File: src/rtl/wb_grf.sv
// -----------------------------------------------------------------------------
// wb_grf -- writeback stage and general register file of the 5-stage MIPS pipe.
//
// Selects the writeback value from the MEM/WB outputs (ALU result, data-memory
// word or link address), commits it to a 2**AW x DW register file, and serves
// two combinational read ports to decode. The selected value and the effective
// write strobe are exported for forwarding.
//
// Optional build macro: WB_GRF_BYPASS_EN
//   defined   : write-through bypass, a same-cycle read of the register being
//               written returns WDW.
//   undefined : reads return the old array contents until after the edge; any
//               W->D forwarding is done outside using WDW/WEW.
//
// Ports:
//   clk        in   clock, state updates on rising edge
//   reset      in   asynchronous active-low reset, clears the register file
//   RegWriteW  in   writeback enable
//   WriteRegW  in   destination register number [AW]
//   MemtoRegW  in   writeback select: 0 ALU, 1 DM, 2 link, 3 reserved (0)
//   ALUoutW    in   ALU result [DW]
//   DMoutW     in   data-memory read word [DW]
//   pcW        in   PC of the instruction in W [DW]
//   A1, A2     in   read addresses [AW]
//   RD1, RD2   out  read data [DW]
//   WDW        out  selected writeback value [DW]
//   WEW        out  effective write strobe (RegWriteW && WriteRegW != 0)
// -----------------------------------------------------------------------------
module wb_grf #(
    parameter int DW          = 32,
    parameter int AW          = 5,
    parameter int LINK_OFFSET = 8
) (
    input  logic          clk,
    input  logic          reset,
    input  logic          RegWriteW,
    input  logic [AW-1:0] WriteRegW,
    input  logic [1:0]    MemtoRegW,
    input  logic [DW-1:0] ALUoutW,
    input  logic [DW-1:0] DMoutW,
    input  logic [DW-1:0] pcW,
    input  logic [AW-1:0] A1,
    input  logic [AW-1:0] A2,
    output logic [DW-1:0] RD1,
    output logic [DW-1:0] RD2,
    output logic [DW-1:0] WDW,
    output logic          WEW
);

    localparam int NREG = 1 << AW;

    logic [DW-1:0] r_rf [NREG];
    logic [DW-1:0] w_wd;
    logic          w_we;
    logic [DW-1:0] w_rd1;
    logic [DW-1:0] w_rd2;

    // Writeback select; link address wraps modulo 2**DW.
    always_comb begin
        w_wd = '0;
        case (MemtoRegW)
            2'd0:    w_wd = ALUoutW;
            2'd1:    w_wd = DMoutW;
            2'd2:    w_wd = pcW + DW'(LINK_OFFSET);
            default: w_wd = '0;
        endcase
    end

    // Register 0 is never written, so the strobe already excludes it.
    assign w_we = RegWriteW && (WriteRegW != '0);

    always_ff @(posedge clk or negedge reset) begin
        if (!reset) begin
            for (int i = 0; i < NREG; i++)
                r_rf[i] <= '0;
        end else if (w_we) begin
            r_rf[WriteRegW] <= w_wd;
        end
    end

    // Address 0 is forced to zero explicitly so it never depends on array state.
    always_comb begin
        w_rd1 = (A1 == '0) ? '0 : r_rf[A1];
        w_rd2 = (A2 == '0) ? '0 : r_rf[A2];
`ifdef WB_GRF_BYPASS_EN
        // w_we already implies a nonzero destination, so address 0 stays 0.
        if (w_we && (A1 == WriteRegW))
            w_rd1 = w_wd;
        if (w_we && (A2 == WriteRegW))
            w_rd2 = w_wd;
`endif
    end

    assign RD1 = w_rd1;
    assign RD2 = w_rd2;
    assign WDW = w_wd;
    assign WEW = w_we;

endmodule

File: config.mk
export PLATFORM = sky130hd
export DESIGN_NAME = wb_grf
export DESIGN_NICKNAME = d
export VERILOG_FILES = /design/src/rtl/wb_grf.sv
export SDC_FILE = /design/constraint.sdc
export NUM_CORES = 2
export LEC_CHECK = 0
export BUFFER_PORTS_ARGS = -buffer_cell sky130_fd_sc_hd__buf_2
export CAP_MARGIN = 25
export CORE_UTILIZATION = 23
export CTS_CLUSTER_DIAMETER = 30
export CTS_CLUSTER_SIZE = 14
export DETAILED_ROUTE_END_ITERATION = 12
export GPL_TIMING_DRIVEN = 0
export PLACE_DENSITY = 0.47
export SYNTH_ARGS = -nofsm -noshare
export SYNTH_HDL_FRONTEND = slang
export SYNTH_SLANG_ARGS = --single-unit
export TNS_END_PERCENT = 5
File: constraint.sdc
create_clock -name clk -period 8.4 [get_ports clk]
set_input_delay 1.68 -clock clk [delete_from_list [all_inputs] [get_ports clk]]
set_output_delay 1.68 -clock clk [all_outputs]
set_load 0.03 [all_outputs]
==> metrics <==
DRT iter0 DRCs about 5400; Post-Syn Area 54370 um2; area share of the largest cell type after synthesis a little under half; total number of vias 46240; Remaining DRCs 0; Slew @ Worst Pin 1.149 ns; library cells used by synthesis 65; htree depth 5; antenna violations before repair 23; worst slack, placed 1.298 ns; GRT Total Usage 20.95%; layout cells sized above 1 26.54%; status completed; met3 Resource Use GR approximately 5.7%; largest net degree at the start of global routing 158; kind of critical path input pin to primary output; Pre-antenna DRT Iters 6; Yosys top cell by area dfrtp_1; met2 global-route usage roughly a third; Critical Path Fanout Max 10; syn avg cell area 11.07 um2; HP Class flop to flop; Yosys reg bits 1024; top-count cell post-synth dfrtp_1; Post-synth top cells 1024 x dfrtp_1, 737 x nand2_1, 645 x o21ai_0; Initial Utilization 23.12%; CTS Hold Bufs 0; maximum vdd ir drop around 0.16 mV; worst-case clock buffer depth 4; vias per cell 5.226; root buf cell clkbuf_16; Die Span Y a little under 500 um; Req. time, crit path 6.72 ns; clock sink count 1024; Final Max Slew Viols 0; synth top area cells dfrtp_1 47%, mux4_2 21%, o21ai_0 5.9%, nand2_1 5.1%, a21oi_1 3.3%; vias in the first global route 45880; CTS tree done; max FFs per register a little over 1000; post_cts resized 0; Syn Inst Count 4913; post-layout min period between 7 and 8 ns; Filler Cell Count ~24000; leakage 0.02975 uW; first-pass GRT wire length roughly 350000 um; max-cap violations 0; routability cong. ~0.97; WHS between 0.4 and 0.5 ns; Async SR Flop Fraction 100.0%; CP Data Arrival Time 5.60 ns; I/O Pins roughly 210; fin worst setup slack 1.120 ns; power density over cell area 309.4 nW/um2; core area 235200 um2; total gr overflow 0; die width between 400 and 500 um; final setup violation count 0; Top Registers r_rf (1024); critical path launch point type input pin; clk slew on worst S/H paths 0.04 ns; fin nets 5598; Tcrit/Tclk final 86.67%; DP HPWL 195400 um; RSZ-0062 raised after global routing no; setup tns final 0 ns; setup bufs post-CTS 0; ys flop type dfrtp_1; met1 Usage GRT 27.80%; Synth Net Count 5030; Die ar. 238400 um2; skew final 0 ns; Layout Cell Area excl Fill between 70000 and 80000 um2; EDFF count, synth 0; port bufs approximately 200; Clock Latency Late Sink approximately 0.90 ns; f_max about 140 MHz; Seq/Total Area, Yosys 47.13%; Routed Antenna Nets 0; Worst setup EP type primary output; routed len/inst 28.56 um; GRT busiest layer met2; row cnt 178; Final Hold Fails 0; area delta synth->final 29.58%; Cell Area, Placed approximately 60000 um2; final WL 252700 um; Num CTS Buffers ~300; synth warn 0; largest register by flop count r_rf; headroom to the max-slew limit 23.41%
worst max-delay path: stages:
cell and delay (ns):
buf_2 0.18, clkbuf_1 0.47, clkbuf_2 0.70, buf_2 0.59, nand2_1 0.51, clkbuf_1 0.45, o22ai_1 0.34, a21o_1 0.34
buf_2 0.27
through the flow:
step                cells  power (uW)  utilization, %
global placement     8262       10130           25.22
finish               8847       21800           29.96
floorplan            4913        8686               -
CTS                  8838       21760           29.94
global route         8843       22490           29.96
detailed placement   8331       10300           25.66
cell type report:
class	count	area [um2]	share of cell area, %
diodes	7	17.52	0.02486
flip-flops and latches	1024	25620	36.37
inverters	32	120.1	0.1705
plain buffers	541	2196	3.116
well taps	3150	3941	5.594
clock buffers	392	8418	11.95
repair buffers	270	2001	2.839
multi-input cells	3316	26490	37.59
clock inverters	115	1654	2.348
cell usage in the layout, fill, tap and decap left out, types with 11 or more instances in the layout:
cell,Yosys,final
o31ai_1,31,31
clkinv_2,0,50
nor2b_1,27,27
clkinvlp_4,0,19
buf_8,0,35
bufinv_16,0,40
o21ai_2,30,30
nor2_1,408,408
a31oi_1,65,65
o22ai_1,56,56
clkbuf_16,0,304
a221o_1,24,24
nand3_1,14,14
inv_1,32,32
buf_4,3,17
buf_6,4,15
buf_2,77,281
a21oi_1,360,360
clkbuf_8,1,49
o21ai_0,645,645
mux2_2,99,99
o221ai_1,23,23
clkbuf_1,429,462
nor3_1,18,16
a21o_1,34,34
buf_1,23,20
mux2i_1,100,100
clkbuf_2,4,11
nand2_1,737,737
mux4_2,519,519
dfrtp_1,1024,1024
nor4_1,12,12
a211oi_1,21,21
final timing paths:
kind / end / cells after the start / from / slack [ns]
max in group asynchronous: r_rf[295] / 5 / reset / 4.53
min in group asynchronous: r_rf[925] / 1 / reset / 0.81
setup reg to reg: r_rf[504] / 2 / r_rf[504] / 7.58
hold / removal: r_rf[1021] / 1 / r_rf[1021] / 0.45
hold reg to reg: r_rf[1021] / 1 / r_rf[1021] / 0.45
setup / recovery: RD1[18] / 9 / A1[2] / 1.12
layer usage:
layer | vias to the layer above | share of wire, %
met1 | 23970 | 41
met2 | 2528 | 45
li1 | 19220 | -
met4 | 8 | 4.3
met5 | - | 0.022
met3 | 506 | 10
report_power, final:
part / total (uW) / internal (uW) / switching (uW)
Clock: 11400 / 8140 / 3290
Sequential: 6640 / 5860 / 781
Combinational: 3730 / 1600 / 2120
Total: 21800 / 15600 / 6200
logic make-up after synthesis:
group,Yosys count,synth area share (%)
xor gates and xnor gates,11,0.1772
buffers and inverters,573,4.236
DFF,1024,47.13
adders and majority gates,1,0.02301
muxes,718,25.39
and+or+nand+nor,1262,9.310
AOI/OAI and AO/OA,1324,13.74
(Power assumes the default switching activity.)
